[src/rtl/layer_bridge_fifo.sv]
// Multi-channel inter-layer FIFO with valid/ready on both sides, selectable
// registered or first-word-fall-through read, occupancy and sticky status flags.
module layer_bridge_fifo #(
    parameter int CH        = 4,
    parameter int DATA_W    = 16,
    parameter int DEPTH     = 8,
    parameter int AF_THRESH = DEPTH - 2,
    parameter int FWFT      = 0
) (
    input  logic                        clk,
    input  logic                        reset,
    input  logic                        flush,
    input  logic                        wr_valid,
    input  logic signed [DATA_W-1:0]    wr_data [0:CH-1],
    output logic                        wr_ready,
    output logic                        rd_valid,
    input  logic                        rd_ready,
    output logic signed [DATA_W-1:0]    rd_data [0:CH-1],
    output logic                        rd_strobe,
    output logic [$clog2(DEPTH+1)-1:0]  count,
    output logic [$clog2(DEPTH+1)-1:0]  max_count,
    output logic                        almost_full,
    output logic                        overflow
);

    localparam int PW = $clog2(DEPTH);
    localparam int CW = $clog2(DEPTH + 1);
    localparam int EW = CH * DATA_W;

    logic [EW-1:0] mem [0:DEPTH-1];
    logic [PW-1:0] wr_ptr_reg;
    logic [PW-1:0] rd_ptr_reg;
    logic [CW-1:0] count_reg;
    logic [CW-1:0] count_next;
    logic [CW-1:0] max_count_reg;
    logic          overflow_reg;
    logic          full;
    logic          empty;
    logic          push;
    logic          pop;
    logic [EW-1:0] wr_word;
    logic [EW-1:0] rd_word;

    genvar gi;
    generate
        for (gi = 0; gi < CH; gi++) begin : g_chan
            assign wr_word[gi*DATA_W +: DATA_W] = wr_data[gi];
            assign rd_data[gi]                  = rd_word[gi*DATA_W +: DATA_W];
        end
    endgenerate

    assign full        = (count_reg == CW'(DEPTH));
    assign empty       = (count_reg == '0);
    assign wr_ready    = !full;
    assign rd_valid    = !empty;
    assign almost_full = (count_reg >= CW'(AF_THRESH));
    assign count       = count_reg;
    assign max_count   = max_count_reg;
    assign overflow    = overflow_reg;

    // Transfers are suppressed while reset or flush is active so that neither
    // the storage nor the read register sees a phantom handshake.
    assign push = wr_valid && !full && reset && !flush;
    assign pop  = rd_ready && !empty && reset && !flush;

    always_comb begin
        count_next = count_reg;
        case ({push, pop})
            2'b10:   count_next = count_reg + CW'(1);
            2'b01:   count_next = count_reg - CW'(1);
            default: count_next = count_reg;
        endcase
    end

    always_ff @(posedge clk) begin
        if (push) begin
            mem[wr_ptr_reg] <= wr_word;
        end
    end

    always_ff @(posedge clk) begin
        if (!reset || flush) begin
            wr_ptr_reg    <= '0;
            rd_ptr_reg    <= '0;
            count_reg     <= '0;
            max_count_reg <= '0;
            overflow_reg  <= 1'b0;
        end else begin
            if (push) begin
                wr_ptr_reg <= wr_ptr_reg + PW'(1);
            end
            if (pop) begin
                rd_ptr_reg <= rd_ptr_reg + PW'(1);
            end
            count_reg <= count_next;
            if (count_next > max_count_reg) begin
                max_count_reg <= count_next;
            end
            if (wr_valid && full) begin
                overflow_reg <= 1'b1;
            end
        end
    end

    generate
        if (FWFT != 0) begin : g_fwft
            // Head entry shown directly; zeros when empty keep the bus quiet.
            assign rd_word   = empty ? '0 : mem[rd_ptr_reg];
            assign rd_strobe = pop;
        end else begin : g_registered
            logic [EW-1:0] rd_word_reg;
            logic          rd_strobe_reg;

            always_ff @(posedge clk) begin
                if (!reset) begin
                    rd_word_reg   <= '0;
                    rd_strobe_reg <= 1'b0;
                end else begin
                    rd_strobe_reg <= pop;
                    if (pop) begin
                        rd_word_reg <= mem[rd_ptr_reg];
                    end
                end
            end

            assign rd_word   = rd_word_reg;
            assign rd_strobe = rd_strobe_reg;
        end
    endgenerate

endmodule

[config.mk]
export PLATFORM = sky130hd
export DESIGN_NAME = layer_bridge_fifo
export DESIGN_NICKNAME = d
export VERILOG_FILES = /design/src/rtl/layer_bridge_fifo.sv
export SDC_FILE = /design/constraint.sdc
export NUM_CORES = 1
export LEC_CHECK = 0
export BUFFER_PORTS_ARGS = -buffer_cell sky130_fd_sc_hd__buf_2
export CELL_PAD_IN_SITES_DETAIL_PLACEMENT = 1
export CELL_PAD_IN_SITES_GLOBAL_PLACEMENT = 1
export CORE_MARGIN = 10
export CORE_UTILIZATION = 42
export CTS_CLUSTER_SIZE = 40
export DETAILED_ROUTE_END_ITERATION = 16
export GPL_TIMING_DRIVEN = 0
export PLACE_DENSITY_LB_ADDON = 0.1
export SLEW_MARGIN = 20
export SYNTH_ARGS = -nofsm -noshare
export SYNTH_HDL_FRONTEND = slang
export SYNTH_SLANG_ARGS = --single-unit
[constraint.sdc]
create_clock -name clk -period 12.5 [get_ports clk]
set_clock_uncertainty 0.05 [all_clocks]
set_input_delay 1.25 -clock clk [delete_from_list [all_inputs] [get_ports clk]]
set_output_delay 1.25 -clock clk [all_outputs]
set_load 0.1 [all_outputs]
# --- After elaboration in Yosys (flattened, before gate mapping) ---
# Memory sizes are Yosys's and may differ from the RTL's. A register that Yosys moved wholly into a read port is not among the register bits.
# Index checks and enable logic that the tools add are counted.
classes:
  addsub: 4
  n_mul: 0
  div_mod_pow: 0
  n_lt_le_gt_ge: 2
  n_eq_ne: 3
  n_shift: 0
  n_mux: 3
  bitwise: 0
  n_reduce_logical: 14
op_table:
  columns: ["cell", "n"]
  rows:
  - ["case mux 4 bit (2 select lines)", 1]
  - ["logical AND 1 bit", 7]
  - ["adder 3 x 1 -> 3 bit, second input constant", 2]
  - ["zero test 1 bit", 5]
  - ["adder 4 x 1 -> 4 bit, second input constant", 1]
  - ["== test 4 bit, second input constant", 1]
  - ["greater-or-equal comparator 4 x 3 -> 1 bit, second input constant", 1]
  - ["> comparator 4 bit", 1]
  - ["zero test 4 bit", 1]
  - ["subtractor 4 x 1 -> 4 bit, second input constant", 1]
  - ["== test 2 x 1 -> 1 bit, second input constant", 1]
  - ["== test 2 bit, second input constant", 1]
  - ["2-to-1 mux 1 bit", 2]
  - ["logical OR 1 bit", 1]
word_totals:
  ff_bits: 16
  latchBits: 0
  ramBits: 512
  rom_bits: 0
  inputBits: 69
  output_inout_bits: 77
  n_memories: 1
memory_table:
  columns: ["name", "depth", "width", "rd", "rd_clocked_by_memory_dff", "write_ports", "line_no", "rtl"]
  rows:
  - ["mem", 8, 64, 1, 1, 1, "30", "logic [EW-1:0] mem [0:DEPTH-1];"]

# --- Logic depth before layout (Yosys ltp) ---
depth:
  word_depth: 8
  mapped_depth: 17
  depth_no_buf: 14

# --- Worst setup path after synthesis ---
# No wires, ideal clock.
synth_timing:
  path_kind: "register to register"
  startpoint: "register count_reg[0] (netlist: count[0])"
  endpoint: "memory mem[0][0] (netlist bit), enable pin"
  setup_time_ps: 565
  arrival_ps: 7184
  path_slack_ps: 4701
  path_stages_with_launch: 6
  n_path_buf: 1
  synth_period_minus_slack_ps: 7799
  path_cell_list: "dfxtp_1 > or4b_2 > clkbuf_1 > nand3_1 > or2_2 > nor3_1"
synth_between:
  elab_chain_len: 7
synth_rtl:
  columns: ["item", "line_no", "rtl"]
  rows:
  - ["start: declaration", "33", "logic [CW-1:0] count_reg;"]
  - ["start signal: assignment", "95", "count_reg <= count_next;"]
  - ["== test 4 bit", "52", "assign full = (count_reg == CW'(DEPTH));"]
  - ["zero test 1 bit", null, null]
  - ["via wr_ready", "15", "output logic wr_ready,"]
  - ["logical AND 1 bit (3 in a row)", "63", "assign push = wr_valid && !full && reset && !flush;"]
  - ["2-to-1 mux 1 bit", "76", "if (push) begin"]
  - ["2-to-1 mux 1 bit (not written as such)", "77", "mem[wr_ptr_reg] <= wr_word;"]
  - ["end: declaration", "30", null]
# The timed path passes the listed nets, and every way through them passes these cells.

# --- Worst setup path after layout ---
layout_timing:
  startpoint: "input reset"
  endpoint: "register max_count_reg[0] (netlist: max_count[0])"
layout_between:
  elab_chain_len: 5
  elab_cells_between_ends: 10
  cone_classes: "order compare (1); eq/ne (2); mux (1); reduce/logical (6)"
layout_rtl:
  columns: ["item", "line_no", "rtl"]
  rows:
  - ["start: declaration", "11", "input logic reset,"]
  - ["logical AND 1 bit * (2 in a row)", "64", "assign pop = rd_ready && !empty && reset && !flush;"]
  - ["via pop", "40", "logic pop;"]
  - ["== test 2 x 1 -> 1 bit or == test 2 bit (tied branches)", "68", "case ({push, pop})"]
  - ["case mux 4 bit (2 select lines) *", "68", null]
  - ["via count_next[3]", "34", "logic [CW-1:0] count_next;"]
  - ["> comparator 4 bit *", "96", "if (count_next > max_count_reg) begin"]
  - ["end signal: assignment", "97", "max_count_reg <= count_next;"]
  - ["end: declaration", "35", "logic [CW-1:0] max_count_reg;"]
# Mark *: on every way through the listed nets, which the timed path passes. The rest lies on a longest branch.
# A chain may end at the register's enable or synchronous reset.

==> flow_summary.ini <==
[cts]
ctsHoldBuffers = 0
clkTransAtPathRegs_ns = 0.06
clock-sinks = 592
cts_tree = done
htreeDepth = 3
cts.path.max_buffers = 3
cts_root_buffer = clkbuf_16
postCtsSetupBuffers = 0
insertion_delay_ns = 0.59
cts_made_buffers = 67
cts_resized = 0

[timing]
grt_setup_unrepaired = false
fmax_mhz = 203.8
period_share_pct = 39.26
tns_ns = 0
hold_viol_final = 0
timing.final.ws_setup_ns = 7.593
holdWs_ns = 0.4085
setup_viol = 0
post-route-min-period_ns = 4.907
drv_slew = 0
slew_headroom_pct = 32.30
max_slew.worst_pin.slew_ns = 1.016

[placed_design]
hpwl_um = 34690
place_congestion = 0.6904
place_area_um2 = 24590
io_buffer_count = 145
pre_cts_slack_ns = 7.000

[die]
num_rows = 84
die_h_um = 249.9
die_w_um = 249.9
io_pins = 146
core-area_um2 = 52450
start_util_pct = 42.33
die_area_um2 = 62450

[hold_path]
min-delay-start = g_registered.rd_word_reg[22]$_SDFFE_PN0P_
hold_depth = 2
hold_path_class = reg2reg

[setup_path]
ff2ff_path_depth = 17
cp_max_fo = 10
crit_type = in2reg
cp_slowest_cell = or4b_1
cp.arrival_ns = 5.38
slowest_delay_ns = 0.48
startpoint = reset
end_kind = flop
crit_top_cell = ha_1
r2r-start = count[0]$_SDFF_PP0_
worstPathRequired_ns = 12.97
startpoint_type = input port
path_cells = buf_2 > nor2b_1 > nand3_4 > buf_12 > buf_6 > inv_1 > ha_1 > ha_1 > or4b_1 > o311a_1 > a211oi_2 > inv_1 > ha_1 > nand4b_1 > and3_1 > or3_1 > a21oi_1

[grt]
grt_pass1_wl_um = 80910
grt_max_degree = 19
overflow = 0
grt_pass1_vias = 12210
antenna_found_initial = 12
grt_usage_pct = 17.28

[synth]
synthFlopType = edfxtp_1
synthDistinctLibCells = 45
syn_nets = 1149
syn_area_um2 = 22200
ys_seq_elements = 592
syn_area_per_cell_um2 = 20.75
synth_top_area_cell = edfxtp_1
netlist_top_cells_area = edfxtp_1 69%, mux4_2 13%, dfxtp_1 7.2%
synth_top_area_share_pct = 69.26
async_reset_ff_share_pct = 0
synth_edf_count = 512
synthCells = 1070
yosys_warnings = 0
ys_seq_area_share_pct = 76.47

[detailed_routing]
drt_wl_total_um = 53570
via_per_inst = 5.415
vias = 11210
drtAntennaViolNets = 0
drc = 0
drt_iter0_drc = 755
wl_per_cell_um = 25.88
firstDrtPassIters = 6

[power_and_ir_drop]
leakagePower_nw = 8.782
ir_drop_mv = 0.1236
pwr_density_cell_nw_per_um2 = 156.4

[status]
status = completed

[cells_and_area]
fin_nets = 1407
final_area_um2 = 26760
drive_above_1_share_pct = 34.69
largest_reg_flops = 512
synthToLayoutAreaGrowth_pct = 20.56
nFillCells = 4735

[job]
cap_violations = 0
==> where the power goes <==
part           internal [mW]  switching, mW  total [mW]
registers               2.16        0.00368        2.16
clock network           1.16          0.768        1.93
logic                 0.0278         0.0660      0.0938
total                   3.35          0.838        4.19
==> layer usage <==
metal  wire (µm)  track usage (%)
met5          69                0
met3        2223            3.865
met4         886            4.104
met1       23330            22.13
met2       27060            29.38
==> worst max-delay path: cells and delay by family <==
| family | cells | cell delay (ns) |
|---|---|---|
| AO/OA/AOI/OAI | 3 | 0.63 |
| adder cells (fa/ha/maj) | 3 | 1.03 |
| buffers and inverters | 5 | 0.62 |
| AND/OR/NAND/NOR | 6 | 1.83 |
==> final timing paths <==
check / slack (ns) / to
worst max-delay path: 7.59 / max_count[0]$_SDFFE_PP0N_
worst min register to register: 0.41 / g_registered.rd_word_reg[22]$_SDFFE_PN0P_
worst min-delay path: 0.41 / g_registered.rd_word_reg[22]$_SDFFE_PN0P_
worst max register to register: 7.76 / max_count[0]$_SDFFE_PP0N_
==> metrics by stage <==
| step | power (mW) | instances | utilization, % |
|---|---|---|---|
| 2_1_floorplan | 2.247 | 1070 | - |
| 3_3_place_gp | 2.291 | 1903 | 45.35 |
| 3_5_place_dp | 2.296 | 1947 | 46.89 |
| 4_1_cts | 4.230 | 2069 | 51.03 |
| 5_1_grt | 4.318 | 2069 | 51.03 |
| 6_report | 4.185 | 2070 | 51.03 |
==> final cells by class <==
cell class / instances / area, µm² / share of cell area [%]
antenna: 1 / 2.502 / 0.009350
clock inverter: 31 / 279.0 / 1.043
inverter: 8 / 30.03 / 0.1122
timing repair buffer: 189 / 1474 / 5.507
multi-input combinational: 410 / 4906 / 18.33
sequential: 592 / 16980 / 63.43
buffer: 60 / 342.8 / 1.281
clock buffer: 91 / 1892 / 7.069
tap: 688 / 860.8 / 3.216
==> placed cells by master (no fill, tap or decap), types with 2 or more instances in the layout <==
master	instances
clkinv_1	9
xor2_1	5
o21ai_2	8
buf_1	6
buf_4	18
dfxtp_1	80
buf_6	14
nand2b_1	3
nor2_1	10
buf_16	15
nand4_1	2
ha_1	9
inv_1	8
buf_12	8
clkbuf_2	4
mux2i_1	65
nor3b_1	2
clkbuf_8	4
o21ai_1	25
nand3_1	65
mux4_2	128
o21ai_0	34
nor3_2	2
clkinv_2	14
nor2_4	6
clkbuf_16	71
a21oi_1	9
nand3_2	8
and2_1	2
buf_2	165
and4_1	2
nand2_1	6
edfxtp_1	512
bufinv_16	5
clkbuf_1	34
nor3_1	2
==> cells by family after synthesis <==
| group | Yosys count | synth area share [%] |
|---|---|---|
| flops | 592 | 76.47 |
| simple gates | 119 | 2.987 |
| xor+xnor | 6 | 0.2367 |
| mux | 194 | 15.97 |
| fa+ha+maj | 10 | 0.5975 |
| buf+inv | 68 | 1.674 |
| compound gates | 81 | 2.063 |
==> cells in the mapped netlist, types with 9 or more instances <==
cell type  instances
buf_2             20
mux2i_1           65
ha_1               9
a21oi_1            9
nand3_1           65
o21ai_0           34
dfxtp_1           80
o21ai_1           25
nor2_1            16
clkbuf_1          19
mux4_2           128
edfxtp_1         512
Note: power is estimated with default switching activity, not from simulation.
